<file path="config.mk">
export PLATFORM = sky130hd
export DESIGN_NAME = stall_timer
export DESIGN_NICKNAME = d
export VERILOG_FILES = /design/src/rtl/sysid_checker_stall_timer.sv
export SDC_FILE = /design/constraint.sdc
export NUM_CORES = 1
export LEC_CHECK = 0
export ABC_AREA = 1
export BUFFER_PORTS_ARGS = -buffer_cell sky130_fd_sc_hd__buf_2
export CAP_MARGIN = 40
export CORE_MARGIN = 5
export CORE_UTILIZATION = 61
export DETAILED_ROUTE_END_ITERATION = 8
export GPL_TIMING_DRIVEN = 0
export PLACE_DENSITY = 0.77
export SETUP_SLACK_MARGIN = 0.3
export SLEW_MARGIN = 20
export SYNTH_ARGS = -nofsm -noshare
export SYNTH_HDL_FRONTEND = slang
export SYNTH_SLANG_ARGS = --single-unit
</file>
<file path="constraint.sdc">
create_clock -name clk_i -period 2.9 [get_ports clk_i]
set_input_delay 0 -clock clk_i [delete_from_list [all_inputs] [get_ports clk_i]]
set_output_delay 0 -clock clk_i [all_outputs]
set_load 0.02 [all_outputs]
</file>
<file path="src/rtl/sysid_checker_stall_timer.sv">
// sysid_checker stall timer
// counts stalled read cycles, flags the last allowed one
module stall_timer #(
  parameter int unsigned LIMIT = 255
) (
  input  logic clk_i,
  input  logic rst_i,
  input  logic clr_i,
  input  logic en_i,
  output logic tc_o
);

  localparam logic [15:0] LAST = 16'(LIMIT - 1);

  logic [15:0] cnt_q, cnt_d;

  // clear wins over count
  always_comb begin
    cnt_d = cnt_q;
    if (clr_i)
      cnt_d = '0;
    else if (en_i)
      cnt_d = cnt_q + 16'd1;
  end

  // counter register
  always_ff @(posedge clk_i) begin
    if (rst_i)
      cnt_q <= '0;
    else
      cnt_q <= cnt_d;
  end

  // this stalled cycle is the LIMIT-th one
  assign tc_o = en_i && (cnt_q == LAST);

endmodule

</file>
After elaboration in Yosys (flattened, before gate mapping)
Cells that the tools add are included.
{"block": "totals", "register_bits": 16, "latchBits": 0, "ram_bits": 0, "mem_bits_ro": 0, "inputBits": 4, "output_inout_bits": 1, "wordCells": 5, "n_memories": 0}
{"block": "op_classes", "n_addsub": 1, "n_mul": 0, "n_div": 0, "n_lt_le_gt_ge": 0, "eq_ne": 1, "n_shift": 0, "muxes": 0, "bitwise": 0, "reduce_logical": 2}
{"cell": "16-bit by 1-bit adder with 16-bit output, second input constant", "n": 1}
{"cell": "16-bit by 8-bit equality test with 1-bit output, second input constant", "n": 1}
{"cell": "2-bit OR reduction", "n": 1}
{"cell": "1-bit logical AND", "n": 1}

Logic depth before layout (Yosys ltp)
{"block": "depth", "ltp_word": 2, "ltp_mapped": 7}

Least setup slack after synthesis
No wires, ideal clock.
{"block": "synth_timing", "path_kind": "reg-to-output", "from": "register cnt_q[8]", "to": "output port tc_o", "t_arrival_ns": 1.321, "required_ns": 2.900, "slack_ns": 1.579, "path_stages_with_launch": 3, "n_path_buf": 0, "cell_sequence": "dfxtp_1 > or2_2 > nor4_1"}
{"block": "synth_via", "elab_chain_cells": 2}
{"element": "start, declared", "line": "15", "text": "logic [15:0] cnt_q, cnt_d;"}
{"element": "start signal, assigned", "line": "31", "text": "cnt_q <= cnt_d;"}
{"element": "16-bit by 8-bit equality test with 1-bit output", "line": "35", "text": "assign tc_o = en_i && (cnt_q == LAST);"}
{"element": "1-bit logical AND", "line": "35"}
{"element": "end, declared", "line": "10", "text": "output logic tc_o"}
Every way passes these cells.

Final worst setup path
{"block": "layout_timing", "from": "register cnt_q[3]", "to": "output port tc_o"}
Same word-level chain as after synthesis.

==> metrics.txt <==
# TYPE chip_impl_metric gauge
chip_impl_metric{name="synth.distinct_cells",unit=""} 19
chip_impl_metric{name="via_count",unit=""} 775
chip_impl_info{name="holdCritPathClass",value="input port to flip-flop"} 1
chip_impl_metric{name="power_frac_clock",unit="%"} 38.7
chip_impl_metric{name="cts.hold.buffers_added",unit=""} 1
chip_impl_info{name="timing.critical_path.to_type",value="output port"} 1
chip_impl_metric{name="placement_rows",unit=""} 13
chip_impl_metric{name="core_outline_area",unit="µm²"} 1320
chip_impl_metric{name="boundaryPins",unit=""} 5
chip_impl_metric{name="post-dp-hpwl",unit="mm"} 1.22
chip_impl_metric{name="crit_fanout",unit=""} 5
chip_impl_metric{name="cellInternalPower",unit="mW"} 0.302
chip_impl_metric{name="detail_route.vias_per_cell",unit=""} 5.24
chip_impl_info{name="top_register",value="cnt_q"} 1
chip_impl_metric{name="largest_register_ffs",unit=""} 16
chip_impl_metric{name="worst_ir_drop_vdd",unit="mV"} 0.357
chip_impl_metric{name="critical_path_buf_inv_count",unit=""} 1
chip_impl_metric{name="post_cts_resize_count",unit=""} 0
chip_impl_metric{name="total_power",unit="mW"} 0.385
chip_impl_metric{name="r2r_setup_slack",unit="ns"} 1.57
chip_impl_metric{name="finalWirelength",unit="mm"} 1.64
chip_impl_metric{name="postLayoutSetupSlackWorst",unit="ns"} 1.49
chip_impl_metric{name="power.switching",unit="mW"} 0.0829
chip_impl_metric{name="initial_utilization",unit="%"} 65.0
chip_impl_info{name="critical_path.cell_chain",value="nand2_2 > nor2_4 > nand2_2 > nor4_1 > buf_2"} 1
chip_impl_metric{name="drv_slew",unit=""} 0
chip_impl_metric{name="power.combinational.fraction",unit="%"} 3.5
chip_impl_info{name="cp-start-kind",value="flip-flop"} 1
chip_impl_metric{name="yosysWarnings",unit=""} 0
chip_impl_metric{name="initial_antenna_violation_count",unit=""} 0
chip_impl_metric{name="syn_inst",unit=""} 124
chip_impl_metric{name="die-area",unit="µm²"} 2250
chip_impl_info{name="yosys-top-cells-area",value="sky130_fd_sc_hd__dfxtp_1 (37%), sky130_fd_sc_hd__nand2_1 (11%), sky130_fd_sc_hd__nor2_1 (10%), sky130_fd_sc_hd__inv_1 (5.7%), sky130_fd_sc_hd__nand3_1 (4.7%)"} 1
chip_impl_metric{name="clock_path_buffers",unit=""} 2
chip_impl_metric{name="area.growth.synth_to_final",unit="%"} 9.94
chip_impl_info{name="crit_path_top_delay_cell",value="sky130_fd_sc_hd__dfxtp_1"} 1
chip_impl_metric{name="place_congestion",unit=""} 0.836
chip_impl_metric{name="ant_nets",unit=""} 0
chip_impl_info{name="reg_top3",value="cnt_q (16)"} 1
chip_impl_info{name="grt_setup_unrepaired",value="no"} 1
chip_impl_metric{name="grt_pass1_wl",unit="mm"} 2.70
chip_impl_metric{name="switching_portion_of_total_power",unit="%"} 21.5
chip_impl_metric{name="final.period_utilization",unit="%"} 48.7
chip_impl_metric{name="final_layout_size_suffix_gt1_share",unit="%"} 15.8
chip_impl_metric{name="die_h",unit="µm"} 47.5
chip_impl_info{name="timing.critical_path.mode_cell",value="sky130_fd_sc_hd__nand2_2"} 1
chip_impl_metric{name="synth_seq_area_share",unit="%"} 37.4
chip_impl_metric{name="leakage",unit="nW"} 0.358
chip_impl_metric{name="dr.first_iter.drc_count",unit=""} 14
chip_impl_metric{name="cellPowerDensity",unit="nW/µm²"} 409
chip_impl_metric{name="globalRouteTotalUtil",unit="%"} 17.6
chip_impl_metric{name="preCtsSetupSlack",unit="ns"} 1.62
chip_impl_metric{name="fin_cells",unit=""} 148
chip_impl_metric{name="number_of_buffers_added_by_the_clock_tree_synthesis_step",unit=""} 3
chip_impl_metric{name="vias_in_the_first_global_route",unit=""} 652
chip_impl_metric{name="globalRouteOverflowTotal",unit=""} 0
chip_impl_metric{name="grt_max_degree",unit=""} 10
chip_impl_metric{name="finish.utilization",unit="%"} 71.4
chip_impl_metric{name="numClockSinks",unit=""} 16
chip_impl_metric{name="layout_min_cycle_time",unit="ns"} 1.41
chip_impl_info{name="cts.root.buffer_cell",value="sky130_fd_sc_hd__clkbuf_4"} 1
chip_impl_metric{name="wire_per_inst",unit="µm"} 11.1
chip_impl_metric{name="diodes",unit=""} 0
chip_impl_info{name="status",value="complete, no violations"} 1
chip_impl_metric{name="post-cts-setup-buffer-count",unit=""} 0
chip_impl_metric{name="max_slew.worst_pin.slew",unit="ns"} 0.378
chip_impl_metric{name="route.detailed.drc",unit=""} 0
chip_impl_metric{name="crit_required",unit="ns"} 2.90
chip_impl_metric{name="drv.max_cap_violation_count",unit=""} 0
chip_impl_metric{name="setup_viol",unit=""} 0
chip_impl_metric{name="maxClockFrequency",unit="MHz"} 709
chip_impl_metric{name="clock_slew_at_the_register_clock_pins_of_the_worst_setup_and_hold_paths",unit="ns"} 0.10
chip_impl_metric{name="fin_worst_skew",unit="ns"} 0.00383
chip_impl_metric{name="clk_latency",unit="ns"} 0.29
chip_impl_metric{name="final_net_count",unit=""} 140
chip_impl_metric{name="netlist_area",unit="µm²"} 856
chip_impl_metric{name="worst-endpoint-arrival",unit="ns"} 1.41
chip_impl_metric{name="synth-seq-cells",unit=""} 16
chip_impl_metric{name="postSynthAreaPerCell",unit="µm²"} 6.90
chip_impl_metric{name="firstDrtPassIters",unit=""} 4
chip_impl_metric{name="finalHoldViolCount",unit=""} 0
chip_impl_info{name="path_class",value="flip-flop to output port"} 1
chip_impl_metric{name="syn_nets",unit=""} 130
chip_impl_metric{name="buffer_ports.inserted",unit=""} 4
chip_impl_info{name="synth_largest_area_cell",value="sky130_fd_sc_hd__dfxtp_1"} 1
chip_impl_metric{name="max-slew-margin-rel",unit="%"} 74.8
chip_impl_metric{name="tns",unit="ns"} 0
chip_impl_info{name="cpLargestDelayFamily",value="simple AND/OR/NAND/NOR gates"} 1
chip_impl_metric{name="synthDominantCellAreaShare",unit="%"} 37.4
chip_impl_metric{name="place.detailed.instances",unit=""} 143
chip_impl_metric{name="cp_slowest_stage_delay",unit="ns"} 0.39
chip_impl_metric{name="fp.dieW",unit="µm"} 47.5
chip_impl_info{name="cts_tree",value="done"} 1
chip_impl_metric{name="sequentialPowerShare",unit="%"} 57.7
chip_impl_metric{name="htreeDepth",unit=""} 1
cell type report:
class / count / area (µm²)
Inverter: 13 / 48.8
Tap cell: 15 / 18.8
Fill cell: 111 / 377
Sequential cell: 16 / 320
Timing Repair Buffer: 5 / 30.0
Multi-Input combinational cell: 95 / 487
Clock buffer: 4 / 36.3
final timing paths:
kind             from   endpoint  depth (start not counted)
min reg2reg  cnt_q[3]   cnt_q[3]                          1
min             rst_i  cnt_q[12]                          4
max reg2reg  cnt_q[0]  cnt_q[14]                          7
max          cnt_q[3]       tc_o                          5
cells in the final DEF, fill, tap and decap left out:
| cell | Yosys | routed |
|---|---|---|
| sky130_fd_sc_hd__dlygate4sd3_1 | 0 | 1 |
| sky130_fd_sc_hd__inv_1 | 13 | 13 |
| sky130_fd_sc_hd__nand3_1 | 8 | 8 |
| sky130_fd_sc_hd__buf_2 | 0 | 4 |
| sky130_fd_sc_hd__clkbuf_8 | 0 | 1 |
| sky130_fd_sc_hd__nand3_2 | 1 | 1 |
| sky130_fd_sc_hd__and3_1 | 2 | 2 |
| sky130_fd_sc_hd__nor2_2 | 5 | 5 |
| sky130_fd_sc_hd__nand2_2 | 3 | 3 |
| sky130_fd_sc_hd__a211oi_1 | 1 | 1 |
| sky130_fd_sc_hd__or2_2 | 1 | 1 |
| sky130_fd_sc_hd__clkbuf_4 | 0 | 3 |
| sky130_fd_sc_hd__dfxtp_1 | 16 | 16 |
| sky130_fd_sc_hd__xor2_1 | 3 | 3 |
| sky130_fd_sc_hd__nor4_1 | 1 | 1 |
| sky130_fd_sc_hd__nor3_1 | 2 | 2 |
| sky130_fd_sc_hd__ha_1 | 2 | 2 |
| sky130_fd_sc_hd__nand2_1 | 25 | 25 |
| sky130_fd_sc_hd__a21oi_1 | 7 | 7 |
| sky130_fd_sc_hd__o21ai_0 | 5 | 5 |
| sky130_fd_sc_hd__nand4_1 | 3 | 3 |
| sky130_fd_sc_hd__nor2_1 | 23 | 23 |
| sky130_fd_sc_hd__nor2_4 | 3 | 3 |
power by group through the flow:
stage / sequential (mW) / clock (mW) / combinational [mW]
2_1_floorplan: 0.227 / 0 / 0.00683
3_3_place_gp: 0.227 / 0 / 0.0119
3_5_place_dp: 0.228 / 0 / 0.0123
4_1_cts: 0.222 / 0.154 / 0.0134
5_1_grt: 0.223 / 0.169 / 0.0150
6_report: 0.222 / 0.149 / 0.0136
metal layers:
metal | up-vias | track usage [%] | part of all wire (%) | wire length [µm]
li1 | 417 | - | - | -
met3 | 4 | 3.38 | 3.8 | 62
met1 | 340 | 21.0 | 46 | 748
met2 | 14 | 28.9 | 49 | 809
met5 | - | 0 | 0 | 0
met4 | 0 | 10.5 | 1.4 | 23
Yosys cell counts:
master                     number
sky130_fd_sc_hd__nand3_2        1
sky130_fd_sc_hd__nand2_2        3
sky130_fd_sc_hd__nor2_1        23
sky130_fd_sc_hd__nand4_1        3
sky130_fd_sc_hd__a211oi_1       1
sky130_fd_sc_hd__dfxtp_1       16
sky130_fd_sc_hd__nor3_1         2
sky130_fd_sc_hd__xor2_1         3
sky130_fd_sc_hd__nor2_2         5
sky130_fd_sc_hd__inv_1         13
sky130_fd_sc_hd__or2_2          1
sky130_fd_sc_hd__and3_1         2
sky130_fd_sc_hd__ha_1           2
sky130_fd_sc_hd__a21oi_1        7
sky130_fd_sc_hd__nor4_1         1
sky130_fd_sc_hd__nand2_1       25
sky130_fd_sc_hd__o21ai_0        5
sky130_fd_sc_hd__nand3_1        8
sky130_fd_sc_hd__nor2_4         3
per-stage QoR:
stage | instance area, µm² | hold slack, ns
final | 941 | 0.0178
after global routing | 941 | 0.0212
after CTS | 941 | 0.00656
after detailed placement | 895 | 0.281
after global placement | 895 | 0.268
after floorplan | 856 | 0.0894
tightest hold or removal path, delay by kind of cell:
kind                   cells  cell delay, ns
AND/OR/NAND/NOR            3            0.19
buffers and inverters      1            0.08
logic make-up after synthesis:
| kind of cell | after synthesis | share of synthesized area [%] |
|---|---|---|
| AO/OA/AOI/OAI | 13 | 7.89 |
| XOR/XNOR | 3 | 3.07 |
| adder cells (fa/ha/maj) | 2 | 2.92 |
| buffers and inverters | 13 | 5.70 |
| flip-flops | 16 | 37.4 |
| AND/OR/NAND/NOR | 77 | 43.0 |
No activity file was read; power rests on OpenSTA's default activity.
